===== src/rtl/pre_if_if.sv =====
// pre_if bus bundle: instruction SRAM-like address handshake plus IF handoff.
// master = pre_if (drives request/handoff), slave = SRAM port + IF stage.
interface pre_if_if;
    logic        inst_req;
    logic [31:0] inst_addr;
    logic        inst_addr_ok;
    logic        if_allowin;
    logic        to_if_valid;
    logic [31:0] to_if_pc;
    logic        to_if_cancel;
    logic        to_if_adel;

    modport master (
        output inst_req, inst_addr,
        output to_if_valid, to_if_pc, to_if_cancel, to_if_adel,
        input  inst_addr_ok, if_allowin
    );

    modport slave (
        input  inst_req, inst_addr,
        input  to_if_valid, to_if_pc, to_if_cancel, to_if_adel,
        output inst_addr_ok, if_allowin
    );
endinterface


===== src/rtl/pre_if.sv =====
// pre_if: fetch-address generator ahead of IF (REQ/HOLD[/ADEL] FSM).
// Ports: clk, reset (async, active-low), exception_like_now(_pc) CP0
// redirect, br_taken/br_target ID redirect, bus (pre_if_if.master).
// Macro PRE_IF_ADEL_CHECK_EN adds the misaligned-fetch ADEL state.
module pre_if #(
    parameter logic [31:0] RESET_PC   = 32'hBFC0_0000,
    parameter int unsigned INST_BYTES = 4
) (
    input  logic            clk,
    input  logic            reset,
    input  logic            exception_like_now,
    input  logic [31:0]     exception_like_now_pc,
    input  logic            br_taken,
    input  logic [31:0]     br_target,
    pre_if_if.master        bus
);

`ifdef PRE_IF_ADEL_CHECK_EN
    typedef enum logic [1:0] {
        S_REQ  = 2'd0,
        S_HOLD = 2'd1,
        S_ADEL = 2'd2
    } state_e;
`else
    typedef enum logic [1:0] {
        S_REQ  = 2'd0,
        S_HOLD = 2'd1
    } state_e;
`endif

    state_e      state_q, state_d;
    logic [31:0] fetch_pc_q, fetch_pc_d;
    logic        inst_req_q, inst_req_d;
    logic        pend_v_q, pend_v_d;
    logic        pend_exc_q, pend_exc_d;
    logic [31:0] pend_pc_q, pend_pc_d;
    logic        cancel_q, cancel_d;

    logic        handshake;
    logic        redir_now;
    logic        idle;
    logic        load;
    logic        capture;
    logic        misalign;
    logic        adel_show;
    logic [31:0] npc;
    logic [31:0] tgt;
    logic [31:0] addr;

    assign handshake = (state_q == S_REQ) && inst_req_q && bus.inst_addr_ok;
    assign redir_now = exception_like_now || br_taken;
    // No request in flight: just after reset, or parked in ADEL.
    assign idle      = !(handshake || (state_q == S_HOLD));

    always_comb begin
        npc = fetch_pc_q + 32'(INST_BYTES);
        if (exception_like_now)
            npc = exception_like_now_pc;
        else if (pend_v_q && pend_exc_q)
            npc = pend_pc_q;
        else if (br_taken)
            npc = br_target;
        else if (pend_v_q)
            npc = pend_pc_q;
    end

    // An idle load without any redirect keeps the current PC.
    assign tgt = (idle && !redir_now && !pend_v_q) ? fetch_pc_q : npc;

`ifdef PRE_IF_ADEL_CHECK_EN
    logic adel_done_q, adel_done_d;
    assign misalign  = (tgt[1:0] != 2'b00);
    assign adel_show = (state_q == S_ADEL) && !adel_done_q;
`else
    assign misalign  = 1'b0;
    assign adel_show = 1'b0;
`endif

    always_comb begin
        state_d    = state_q;
        fetch_pc_d = fetch_pc_q;
        pend_v_d   = pend_v_q;
        pend_exc_d = pend_exc_q;
        pend_pc_d  = pend_pc_q;
        cancel_d   = cancel_q;
        load       = 1'b0;
        capture    = 1'b0;
`ifdef PRE_IF_ADEL_CHECK_EN
        adel_done_d = adel_done_q;
`endif
        unique case (state_q)
            S_REQ: begin
                if (!inst_req_q) begin
                    load = 1'b1;
                end else if (bus.inst_addr_ok) begin
                    if (bus.if_allowin) begin
                        load = 1'b1;
                    end else begin
                        state_d = S_HOLD;
                        capture = 1'b1;
                    end
                end else begin
                    capture = 1'b1;
                end
            end
            S_HOLD: begin
                if (bus.if_allowin)
                    load = 1'b1;
                else
                    capture = 1'b1;
            end
`ifdef PRE_IF_ADEL_CHECK_EN
            S_ADEL: begin
                if (redir_now)
                    load = 1'b1;
                else if (!adel_done_q && bus.if_allowin)
                    adel_done_d = 1'b1;
            end
`endif
            default: state_d = S_REQ;
        endcase

        // Redirect while a PC is in flight: park it, mark that PC stale.
        if (capture) begin
            if (exception_like_now) begin
                pend_v_d   = 1'b1;
                pend_exc_d = 1'b1;
                pend_pc_d  = exception_like_now_pc;
                cancel_d   = 1'b1;
            end else if (br_taken) begin
                cancel_d = 1'b1;
                if (!(pend_v_q && pend_exc_q)) begin
                    pend_v_d   = 1'b1;
                    pend_exc_d = 1'b0;
                    pend_pc_d  = br_target;
                end
            end
        end

        if (load) begin
            fetch_pc_d = tgt;
            pend_v_d   = 1'b0;
            pend_exc_d = 1'b0;
            cancel_d   = 1'b0;
`ifdef PRE_IF_ADEL_CHECK_EN
            adel_done_d = 1'b0;
            state_d     = misalign ? S_ADEL : S_REQ;
`else
            state_d     = S_REQ;
`endif
        end

        inst_req_d = (state_d == S_REQ) && !(load && misalign);
    end

    always_ff @(posedge clk or negedge reset) begin
        if (!reset) begin
            state_q    <= S_REQ;
            fetch_pc_q <= RESET_PC;
            inst_req_q <= 1'b0;
            pend_v_q   <= 1'b0;
            pend_exc_q <= 1'b0;
            pend_pc_q  <= 32'h0;
            cancel_q   <= 1'b0;
        end else begin
            state_q    <= state_d;
            fetch_pc_q <= fetch_pc_d;
            inst_req_q <= inst_req_d;
            pend_v_q   <= pend_v_d;
            pend_exc_q <= pend_exc_d;
            pend_pc_q  <= pend_pc_d;
            cancel_q   <= cancel_d;
        end
    end

`ifdef PRE_IF_ADEL_CHECK_EN
    always_ff @(posedge clk or negedge reset) begin
        if (!reset)
            adel_done_q <= 1'b0;
        else
            adel_done_q <= adel_done_d;
    end
`endif

    assign addr             = {fetch_pc_q[31:2], 2'b00};
    assign bus.inst_req     = inst_req_q;
    assign bus.inst_addr    = addr;
    assign bus.to_if_valid  = handshake || (state_q == S_HOLD) || adel_show;
    assign bus.to_if_cancel = bus.to_if_valid && (cancel_q || redir_now);
    assign bus.to_if_adel   = adel_show;
`ifdef PRE_IF_ADEL_CHECK_EN
    assign bus.to_if_pc = (state_q == S_ADEL) ? fetch_pc_q : addr;
`else
    assign bus.to_if_pc = addr;
`endif

endmodule

===== src/flat_wrapper.sv =====
// flat-port wrapper written by rule: the top's interface ports become plain ports
module pre_if_flat 
#(
    parameter logic [31:0] RESET_PC   = 32'hBFC0_0000,
    parameter int unsigned INST_BYTES = 4
)
  (clk, reset, exception_like_now, exception_like_now_pc, br_taken, br_target, bus_inst_req, bus_inst_addr, bus_to_if_valid, bus_to_if_pc, bus_to_if_cancel, bus_to_if_adel, bus_inst_addr_ok, bus_if_allowin);
  pre_if_if bus_i ();
  input  logic clk;
  input  logic reset;
  input  logic exception_like_now;
  input  logic [31:0] exception_like_now_pc;
  input  logic br_taken;
  input  logic [31:0] br_target;
  output wire logic [$bits(bus_i.inst_req)-1:0] bus_inst_req;
  output wire logic [$bits(bus_i.inst_addr)-1:0] bus_inst_addr;
  output wire logic [$bits(bus_i.to_if_valid)-1:0] bus_to_if_valid;
  output wire logic [$bits(bus_i.to_if_pc)-1:0] bus_to_if_pc;
  output wire logic [$bits(bus_i.to_if_cancel)-1:0] bus_to_if_cancel;
  output wire logic [$bits(bus_i.to_if_adel)-1:0] bus_to_if_adel;
  input wire logic [$bits(bus_i.inst_addr_ok)-1:0] bus_inst_addr_ok;
  input wire logic [$bits(bus_i.if_allowin)-1:0] bus_if_allowin;
  assign bus_inst_req = bus_i.inst_req;
  assign bus_inst_addr = bus_i.inst_addr;
  assign bus_to_if_valid = bus_i.to_if_valid;
  assign bus_to_if_pc = bus_i.to_if_pc;
  assign bus_to_if_cancel = bus_i.to_if_cancel;
  assign bus_to_if_adel = bus_i.to_if_adel;
  assign bus_i.inst_addr_ok = bus_inst_addr_ok;
  assign bus_i.if_allowin = bus_if_allowin;
  pre_if #(.RESET_PC(RESET_PC), .INST_BYTES(INST_BYTES)) u_core (.clk(clk), .reset(reset), .exception_like_now(exception_like_now), .exception_like_now_pc(exception_like_now_pc), .br_taken(br_taken), .br_target(br_target), .bus(bus_i));
endmodule

===== config.mk =====
export PLATFORM = sky130hd
export DESIGN_NAME = pre_if_flat
export DESIGN_NICKNAME = d
export VERILOG_FILES = /design/src/rtl/pre_if_if.sv /design/src/rtl/pre_if.sv /design/src/flat_wrapper.sv
export SDC_FILE = /design/constraint.sdc
export NUM_CORES = 1
export LEC_CHECK = 0
export ABC_AREA = 1
export BUFFER_PORTS_ARGS = -buffer_cell sky130_fd_sc_hd__buf_4
export CAP_MARGIN = 40
export CORE_MARGIN = 1
export CORE_UTILIZATION = 50
export DETAILED_ROUTE_END_ITERATION = 8
export HOLD_SLACK_MARGIN = 0.02
export PLACE_DENSITY = 0.76
export SLEW_MARGIN = 40
export SYNTH_ARGS = -nofsm -noshare
export SYNTH_HDL_FRONTEND = slang
export SYNTH_SLANG_ARGS = --single-unit
export TNS_END_PERCENT = 100

===== constraint.sdc =====
create_clock -name clk -period 1.7 [get_ports clk]
set_input_delay 0 -clock clk [delete_from_list [all_inputs] [get_ports clk]]
set_output_delay 0 -clock clk [all_outputs]
set_load 0.005 [all_outputs]

==> results.json <==
{
  "r2r-start": "u_core.fetch_pc_q[3]",
  "postSynthAreaPerCell_um2": 6.26,
  "crit_fanout": 5,
  "drt-vias-per-instance": 5.48,
  "stdcell_area_um2": 7150,
  "dp_hpwl_mm": 11.8,
  "min_from": "br_target[15]",
  "grt_usage_pct": 32.8,
  "setup-tns-final_ns": -0.00124,
  "ys_types": 32,
  "max_stage_delay_ns": 0.41,
  "drt_iter0_drc": 570,
  "vias": 6180,
  "power.total_mw": 7.77,
  "dieArea_um2": 10600,
  "grt_pass1_wl_mm": 26.6,
  "synth_area_um2": 5120,
  "synth_top_area_cell": "dfrtp_1",
  "wirelength_mm": 17.6,
  "placedInstanceArea_um2": 6200,
  "ys_top_cells_by_count": "nand2_1, a21oi_1, inv_1, nor2_1, dfrtp_1",
  "met3WireLength_mm": 1.58,
  "synth_enable_flop_cells": 0,
  "cts_sinks": 66,
  "cp-start-kind": "flop",
  "cts-buffers-inserted": 9,
  "r2r-end": "u_core.fetch_pc_q[17]",
  "synthTopCellsByArea": "dfrtp_1, nand2_1, a21oi_1, inv_1, nor2_1",
  "maxCapViolations": 0,
  "synth_flop_cell": "dfrtp_1",
  "finalSetupViolCount": 1,
  "grt_max_degree": 70,
  "ir_drop_uv": 523,
  "slew_headroom_pct": 55.0,
  "drtPass1Iterations": 5,
  "antenna_cells": 0,
  "portBuffers": 128,
  "hp-class": "in -> reg",
  "reg2reg_setup_slack_ns": -0.001,
  "syn_inst": 817,
  "fmax_mhz": 588,
  "worst_pin_slew_ns": 0.675,
  "route.met2.wl_mm": 8.22,
  "period_share_pct": 100,
  "grt_antenna_before_repair": 0,
  "crit_arrival_ns": 1.95,
  "yosysMostFrequentCell": "nand2_1",
  "r2r_cells": 9,
  "cp-end-kind": "flop",
  "critPathTopFamily": "simple AND/OR/NAND/NOR gates",
  "wl_met1_mm": 7.29,
  "ys_seq_area_share_pct": 32.5,
  "critPathKind": "reg -> reg",
  "async_flop_share_pct": 100,
  "syn_to_final_growth_pct": 39.7,
  "clock_skew_ns": 0.00717,
  "final_nets": 1060,
  "grt_overflow": 0,
  "initial_core_util_pct": 51.9,
  "whs_path_depth": 5,
  "hold_end": "u_core.fetch_pc_q[15]",
  "hold_ws_ns": 0.0249,
  "crit_buf_inv": 0,
  "finish.utilization_pct": 72.4,
  "yosysWarnings": 0,
  "failed_checks": "negative setup slack",
  "clk_pin_slew_ns": 0.08,
  "finalCriticalPeriod_ns": 1.70,
  "fillCellCount": 796,
  "die_x_um": 103,
  "cp_slowest_cell": "dfrtp_1",
  "drive_gt1_share_pct": 27.4,
  "p_per_area_nw_per_um2": 1090,
  "htreeDepth": 3,
  "fin_ws_ns": -0.00124,
  "path_common_cell": "nand2_1",
  "clk_latency_ns": 0.36,
  "worstPathRequired_ns": 1.95,
  "ant_nets": 0,
  "cts_tree": "yes",
  "outcome": "finished with violations",
  "maxSlewViolCount": 0,
  "dr.max_layer_used": "met4",
  "fp.coreArea_um2": 9860,
  "routedWlPerCell_um": 15.6,
  "row_count": 36,
  "routabilityCongestion": 0.909,
  "ios": 138,
  "drc": 0,
  "synth-seq-cells": 66,
  "rsz0062_at_grt": "yes",
  "clock_tree.root_cell": "clkbuf_8",
  "clock_path_buffers": 2,
  "stdcell_count": 1127,
  "dp_cells": 1051,
  "finalHoldViolCount": 0,
  "dp_slack_ns": 0.00732,
  "grt_pass1_vias": 5487,
  "die_h_um": 103,
  "yosys.area.top_type_share_pct": 27.9,
  "power_leakage_nw": 3.55,
  "worstPathCellList": "nand2_1, nor2_4, nand2_1, o21ai_0, nand3_1, nand2_1, nand2_1, nand2_1, a21oi_1"
}
sequential cells by signal, summed over array words and instances, names as in the netlist:
name                 cells
u_core.pend_pc_q        30
u_core.state_q           2
u_core.bus.inst_req      1
u_core.fetch_pc_q       30
u_core.pend_exc_q        1
u_core.pend_v_q          1
u_core.cancel_q          1
worst max path at each step:
stage / slack [ns] / depth (start not counted) / to / start
2_1_floorplan: 0.15 / 11 / u_core.fetch_pc_q[22] / u_core.fetch_pc_q[2]
3_3_place_gp: 0.1 / 12 / u_core.fetch_pc_q[20] / u_core.fetch_pc_q[2]
3_5_place_dp: 0.007 / 11 / u_core.fetch_pc_q[20] / u_core.fetch_pc_q[2]
4_1_cts: 0.006 / 11 / u_core.fetch_pc_q[26] / u_core.fetch_pc_q[2]
5_1_grt: -0.1 / 10 / u_core.fetch_pc_q[31] / u_core.fetch_pc_q[23]
6_report: -0.001 / 9 / u_core.fetch_pc_q[17] / u_core.fetch_pc_q[3]
placed cells by master (no fill, tap or decap), drive strengths merged:
cell type	count
nand2	226
buf	184
nor2	101
inv	97
a21oi	96
o21ai	72
dfrtp	57
dlygate4sd3	47
nand3	44
a31oi	14
clkbuf	11
o211ai	9
dfstp	9
conb	6
xor2	5
and2	3
clkinv	3
xnor2	2
or2	1
a22oi	1
o221ai	1
a41oi	1
nand4	1
ha	1
bufinv	1
clkinvlp	1
routing by layer:
metal  track usage, %  up-vias
li1                 -     2912
met1             43.9     2879
met2             53.2      337
met3             5.02       52
met4             13.4        0
met5                0        -
worst register-to-register path, stage by stage, from the launching register on:
cell	delay, ns
dfrtp_1	0.41
nand2_1	0.11
nor2_4	0.19
nand2_1	0.20
o21ai_0	0.23
nand3_1	0.19
nand2_1	0.10
nand2_1	0.05
nand2_1	0.06
a21oi_1	0.06
cells by family (layout without fill, tap and decap cells):
| kind of cell | Yosys count | in the layout | share of synthesized area (%) |
|---|---|---|---|
| simple gates | 376 | 376 | 29.8 |
| compound gates | 194 | 194 | 20.1 |
| buf+inv | 172 | 344 | 16.1 |
| flops | 66 | 66 | 32.5 |
| xor+xnor | 7 | 7 | 1.20 |
| fa+ha+maj | 1 | 1 | 0.245 |
| other cells | 1 | 6 | 0.0733 |
area by class of cell:
cell class / count / area [um2] / share of cell area (%)
clock inverters: 5 / 52.6 / 0.735
clock buffers: 11 / 151 / 2.12
inverters: 97 / 367 / 5.13
flip-flops and latches: 66 / 1680 / 23.5
repair buffers: 231 / 1930 / 27.0
multi-input cells: 584 / 2810 / 39.3
well taps: 133 / 166 / 2.33
where the power goes:
part	switching (mW)	internal, mW	leakage, nW
registers	0.447	2.03	0.744
logic	2.06	1.82	2.70
clock network	0.666	0.750	0.105
what timing repair did:
| action | 4_1_cts | 5_1_grt |
|---|---|---|
| endpoints found under the hold margin | 91 | 0 |
| pin swaps | 0 | 13 |
| hold buffers | 47 | 0 |
| resized for setup | 1 | 56 |
| setup buffers | 0 | 13 |
| endpoints found under the setup margin | 3 | 34 |
Note: power is estimated with default switching activity, not from simulation.
